==> src/rtl/uart_frame_tx_ctrl.sv <==
// Frame transmit sequencer: header, length field, BRAM payload and a mod-256
// checksum, handed byte by byte to a UART transmitter via Tx_DV/Tx_Byte.
module uart_frame_tx_ctrl #(
    parameter int          ADDR_W    = 16,
    parameter logic [7:0]  SYNC_BYTE = 8'hA5
) (
    input  logic              Clock,
    input  logic              reset,
    input  logic              start,
    input  logic [ADDR_W-1:0] base_addr,
    input  logic [ADDR_W-1:0] length,
    output logic [ADDR_W-1:0] mem_addr,
    output logic              mem_rd_en,
    input  logic [7:0]        mem_rdata,
    output logic              Tx_DV,
    output logic [7:0]        Tx_Byte,
    input  logic              Tx_Active,
    input  logic              Tx_Done,
    output logic              busy,
    output logic              done,
    output logic [7:0]        checksum
);

    localparam logic [2:0] ST_IDLE     = 3'd0;
    localparam logic [2:0] ST_LOAD_HDR = 3'd1;
    localparam logic [2:0] ST_ISSUE    = 3'd2;
    localparam logic [2:0] ST_WAIT     = 3'd3;
    localparam logic [2:0] ST_FETCH    = 3'd4;
    localparam logic [2:0] ST_RDWAIT   = 3'd5;
    localparam logic [2:0] ST_LOAD_CS  = 3'd6;
    localparam logic [2:0] ST_FINISH   = 3'd7;

    // Which kind of byte is currently on the wire, so WAIT knows what just completed.
    localparam logic [1:0] KIND_HDR  = 2'd0;
    localparam logic [1:0] KIND_DATA = 2'd1;
    localparam logic [1:0] KIND_CS   = 2'd2;

    logic [2:0]        state_reg,    state_next;
    logic [1:0]        kind_reg,     kind_next;
    logic [1:0]        hdr_idx_reg,  hdr_idx_next;
    logic [ADDR_W-1:0] addr_reg,     addr_next;
    logic [ADDR_W-1:0] remain_reg,   remain_next;
    logic [ADDR_W-1:0] len_reg,      len_next;
    logic [7:0]        cs_reg,       cs_next;
    logic [7:0]        tx_byte_reg,  tx_byte_next;
    logic              tx_dv_reg,    tx_dv_next;
    logic              rd_en_reg,    rd_en_next;
    logic              busy_reg,     busy_next;
    logic              done_reg,     done_next;
    logic              tx_done_prev_reg;

    logic [15:0]       len16;
    logic [7:0]        hdr_byte;
    logic              tx_complete;
    logic              unused_tx_active;

    // Sequencing keys off Tx_Done alone; the busy flag is not needed.
    assign unused_tx_active = Tx_Active;

    // Only the first high cycle of the two-cycle Tx_Done counts as completion.
    assign tx_complete = Tx_Done & ~tx_done_prev_reg;

    always_comb begin
        len16             = 16'h0000;
        len16[ADDR_W-1:0] = len_reg;
    end

    always_comb begin
        case (hdr_idx_reg)
            2'd0:    hdr_byte = SYNC_BYTE;
            2'd1:    hdr_byte = len16[15:8];
            default: hdr_byte = len16[7:0];
        endcase
    end

    always_comb begin
        state_next   = state_reg;
        kind_next    = kind_reg;
        hdr_idx_next = hdr_idx_reg;
        addr_next    = addr_reg;
        remain_next  = remain_reg;
        len_next     = len_reg;
        cs_next      = cs_reg;
        tx_byte_next = tx_byte_reg;
        busy_next    = busy_reg;
        tx_dv_next   = 1'b0;
        rd_en_next   = 1'b0;
        done_next    = 1'b0;

        case (state_reg)
            ST_IDLE: begin
                busy_next = 1'b0;
                if (start) begin
                    state_next   = ST_LOAD_HDR;
                    busy_next    = 1'b1;
                    addr_next    = base_addr;
                    remain_next  = length;
                    len_next     = length;
                    cs_next      = 8'h00;
                    hdr_idx_next = 2'd0;
                end
            end
            ST_LOAD_HDR: begin
                tx_byte_next = hdr_byte;
                kind_next    = KIND_HDR;
                state_next   = ST_ISSUE;
            end
            ST_ISSUE: begin
                tx_dv_next = 1'b1;
                state_next = ST_WAIT;
            end
            ST_WAIT: begin
                if (tx_complete) begin
                    if (kind_reg == KIND_CS) begin
                        state_next = ST_FINISH;
                    end else if (kind_reg == KIND_HDR && hdr_idx_reg != 2'd2) begin
                        hdr_idx_next = hdr_idx_reg + 2'd1;
                        state_next   = ST_LOAD_HDR;
                    end else if (remain_reg != '0) begin
                        // Read strobe is registered so it is high exactly during FETCH.
                        rd_en_next = 1'b1;
                        state_next = ST_FETCH;
                    end else begin
                        state_next = ST_LOAD_CS;
                    end
                end
            end
            ST_FETCH: begin
                state_next = ST_RDWAIT;
            end
            ST_RDWAIT: begin
                tx_byte_next = mem_rdata;
                cs_next      = cs_reg + mem_rdata;
                addr_next    = addr_reg + ADDR_W'(1);
                remain_next  = remain_reg - ADDR_W'(1);
                kind_next    = KIND_DATA;
                state_next   = ST_ISSUE;
            end
            ST_LOAD_CS: begin
                tx_byte_next = cs_reg;
                kind_next    = KIND_CS;
                state_next   = ST_ISSUE;
            end
            ST_FINISH: begin
                done_next  = 1'b1;
                state_next = ST_IDLE;
            end
            default: begin
                state_next = ST_IDLE;
            end
        endcase
    end

    always_ff @(posedge Clock) begin
        if (reset) begin
            state_reg        <= ST_IDLE;
            kind_reg         <= KIND_HDR;
            hdr_idx_reg      <= 2'd0;
            addr_reg         <= '0;
            remain_reg       <= '0;
            len_reg          <= '0;
            cs_reg           <= 8'h00;
            tx_byte_reg      <= 8'h00;
            tx_dv_reg        <= 1'b0;
            rd_en_reg        <= 1'b0;
            busy_reg         <= 1'b0;
            done_reg         <= 1'b0;
            tx_done_prev_reg <= 1'b0;
        end else begin
            state_reg        <= state_next;
            kind_reg         <= kind_next;
            hdr_idx_reg      <= hdr_idx_next;
            addr_reg         <= addr_next;
            remain_reg       <= remain_next;
            len_reg          <= len_next;
            cs_reg           <= cs_next;
            tx_byte_reg      <= tx_byte_next;
            tx_dv_reg        <= tx_dv_next;
            rd_en_reg        <= rd_en_next;
            busy_reg         <= busy_next;
            done_reg         <= done_next;
            tx_done_prev_reg <= Tx_Done;
        end
    end

    assign mem_addr  = addr_reg;
    assign mem_rd_en = rd_en_reg;
    assign Tx_DV     = tx_dv_reg;
    assign Tx_Byte   = tx_byte_reg;
    assign busy      = busy_reg;
    assign done      = done_reg;
    assign checksum  = cs_reg;

endmodule

==> config.mk <==
export PLATFORM = sky130hd
export DESIGN_NAME = uart_frame_tx_ctrl
export DESIGN_NICKNAME = d
export VERILOG_FILES = /design/src/rtl/uart_frame_tx_ctrl.sv
export SDC_FILE = /design/constraint.sdc
export NUM_CORES = 1
export LEC_CHECK = 0
export ABC_AREA = 1
export BUFFER_PORTS_ARGS = -buffer_cell sky130_fd_sc_hd__buf_4
export CORE_MARGIN = 4
export CORE_UTILIZATION = 55
export CTS_BUF_LIST = sky130_fd_sc_hd__clkbuf_2
export DETAILED_ROUTE_END_ITERATION = 16
export GPL_TIMING_DRIVEN = 0
export PLACE_DENSITY = 0.83
export SLEW_MARGIN = 20
export SYNTH_ARGS = -nofsm -noshare
export SYNTH_HDL_FRONTEND = slang
export SYNTH_SLANG_ARGS = --single-unit
export TNS_END_PERCENT = 100
==> constraint.sdc <==
create_clock -name Clock -period 2.25 [get_ports Clock]
set_input_delay 0.225 -clock Clock [delete_from_list [all_inputs] [get_ports Clock]]
set_output_delay 0.225 -clock Clock [all_outputs]
set_load 0.02 [all_outputs]
==> results.md <==
* Routed len/inst at 15.6 um
* Clock root cell: clkbuf_2
* Layout Nets at 853
* Unrepaired setup endpoints after global routing: false
* Top cells by area, synth: dfxtp_1 35%, nand2_1 18%, a21oi_1 8.0%
* Worst reg2reg setup slack at 0.37 ns
* RD Place Congestion at 0.954
* Status: finished clean
* Final Hold Fails at 0
* Maxcap violations at 0
* CTS tree: done
* Clock Latency Late Sink at 0.53 ns
* Yosys Warn Count at 0
* Distinct cells, synth at 37
* Final Max Tran Viols at 0
* NetSw at 0.00148 W
* Fmax at 0.531 GHz
* Number of flops mapped to enable cells by yosys at 0
* Number of synthesized register bits at 76
* Setup Fix Bufs, Post-CTS at 0
* Mean post-synth cell area at 6.36 um2
* Static Leak at 2.52 nW
* XOR/XNOR Fraction of Synth Area at 0.00601
* Sequential power share at 0.426
* Worst-case clock skew at 0.0391 ns
* Maximum VDD drop at 0.409 mV
* Share of layout cells above drive strength 1 at 0.154
* Final min period at 1.88 ns
* Std cell rows at 32
* WP data required at 2.71 ns
* Rel. slew slack at 0.542
* Ys async rst share at 0
* Simple-Gate Fraction of Synth Area at 0.352
* Final period util at 0.837
* First-pass GRT wire length at 22.7 mm
* Core ar. at 0.00773 mm2
* Combinational Power Share at 0.336
* Sw frac at 0.387
* Clock transition at path regs at 0.25 ns
* Multiplexer share of the synthesized area at 0
* Worst-Margin Slew at 0.687 ns
* Num CTS Buffers at 9
* P&R area growth vs syn at 24.0%
* First DRT Iteration DRCs at 399
* DRT Pass-1 Iters at 5
* Crit end category: flop
* P_int at 0.00235 W
* Min-delay worst type: in2reg
* Largest family of logic cells by synthesized area: simple AND/OR/NAND/NOR gates
* Post-Syn Area at 0.00437 mm2
* Die area at 0.00943 mm2
* Chip height at 97.1 um
* # diodes at 0
* Final Setup Violations at 0
* Io pins at 81
* Share of the synthesized area in the top cell type at 0.348
* GRT Total Usage at 0.294
* Slowest stage delay, CP at 0.49 ns
* Most frequent cell after synthesis: nand2_1
* Compound-Gate Fraction of Synth Area at 0.156
* Syn Inst Count at 687
* # DRC at 0
* Total power at 0.00383 W
* Initial Util at 0.565
* FILL cells at 684
* Clk buf depth at 2
* Critical path cell sequence: ha_1 -> nand2_1 -> nor2_1 -> nand2_1 -> nor2_1 -> nand2_1 -> nand3_1 -> nand3_1 -> nand2_1 -> inv_1
* Critical path data arrival time at 2.34 ns
* Buffers on Ports at 78
* Slowest stage cell on the critical path: dfxtp_1
* Startpoint types: flop
* Most used cell, CP: nand2_1
* Adder-Cell Fraction of Synth Area at 0.0389
* Most common library cells after synthesis: 208 x nand2_1, 84 x nor2_1, 76 x dfxtp_1
* Critical path class: reg2reg
* Clock share of power at 0.238
* Antenna violations before repair at 0
* Total number of vias at 5132
* Total power per unit cell area at 706 mW/mm2
* Dominant synthesized flop cell: dfxtp_1
* Vias per cell at 5.69
* Final WL at 14.1 mm
* DP HPWL at 10.2 mm
* Setup TNS at 0 ns
* Synthesized Nets at 745
* Largest net degree at the start of global routing at 15
* Final ANT Viol Nets at 0
* Vias in the first global route at 4862
* Num Clock Sinks at 76
* Remaining Overflow, GRT at 0
* Yosys top cell by area: dfxtp_1
* Die Width at 97.1 um
* Worst-path fanout max at 6
* Post-synthesis sequential area ratio at 0.348
* H-tree levels at 3
==> routing by layer <==
metal  track usage  up-vias  part of all wire
li1              -     2444                 -
met3        0.0589       59              0.11
met2         0.482      314              0.47
met4         0.147        0             0.036
met1         0.366     2315              0.39
met5             0        -                 0
==> through the flow <==
stage	setup slack [ns]	cells	util	instance area, um2	hold WS, ns
4_1_cts	0.428	902	0.701	5420	0.000195
3_3_place_gp	0.573	867	0.658	5080	0.435
6_report	0.368	902	0.701	5420	0.0255
2_1_floorplan	0.603	687	-	4370	0.345
3_5_place_dp	0.474	867	0.658	5080	0.445
5_1_grt	0.220	902	0.701	5420	0.00224
==> power groups by stage <==
stage          Clock (W)  Sequential, W  Combinational [W]
4_1_cts         0.000914        0.00162            0.00126
3_3_place_gp           0        0.00165            0.00119
3_5_place_dp           0        0.00165            0.00123
2_1_floorplan          0        0.00171           0.000743
5_1_grt         0.000959        0.00165            0.00142
6_report        0.000910        0.00163            0.00128
==> worst max-delay path: cells and delay by family, from the launching register on <==
kind                     cells  cell delay, ns
adder cells (fa/ha/maj)      1            0.26
buffers and inverters        1            0.04
AND/OR/NAND/NOR              8            1.01
flip-flops                   1            0.49
==> what timing repair did <==
action	4_1_cts	5_1_grt
hold buffers	19	0
gates resized for setup	0	0
endpoints found under the hold margin	20	0
==> cell usage in the layout (no fill, tap or decap), types with 19 or more instances in the layout <==
master | synthesis | routed
nor2_1 | 84 | 84
nand2_1 | 208 | 208
buf_4 | 6 | 84
o21ai_0 | 22 | 22
inv_1 | 67 | 67
a21oi_1 | 70 | 70
dfxtp_1 | 76 | 76
dlygate4sd3_1 | 0 | 19
nand3_1 | 54 | 54
==> final timing paths <==
path | startpoint | end | cells after the start
min | start | state_reg[0] | 4
min reg2reg | len16[7] | len16[7] | 2
max reg2reg | mem_addr[0] | mem_addr[10] | 10
max | mem_addr[0] | mem_addr[10] | 10
==> final cells by class <==
class                           count  area [um2]  share of cell area
Timing Repair Buffer               97         776               0.143
Inverter                           73         277              0.0511
Buffer                             27         156              0.0289
Tap cell                          102         128              0.0236
Clock buffer                        9        45.0             0.00832
Sequential cell                    76        1520               0.281
Multi-Input combinational cell    511        2410               0.446
Clock inverter                      7        98.8              0.0182
==> kinds of logic after synthesis <==
| kind of cell | Yosys count |
|---|---|
| compound gates | 124 |
| fa+ha+maj | 13 |
| simple gates | 371 |
| buf+inv | 100 |
| xor+xnor | 3 |
| flops | 76 |
(Power assumes the default switching activity.)
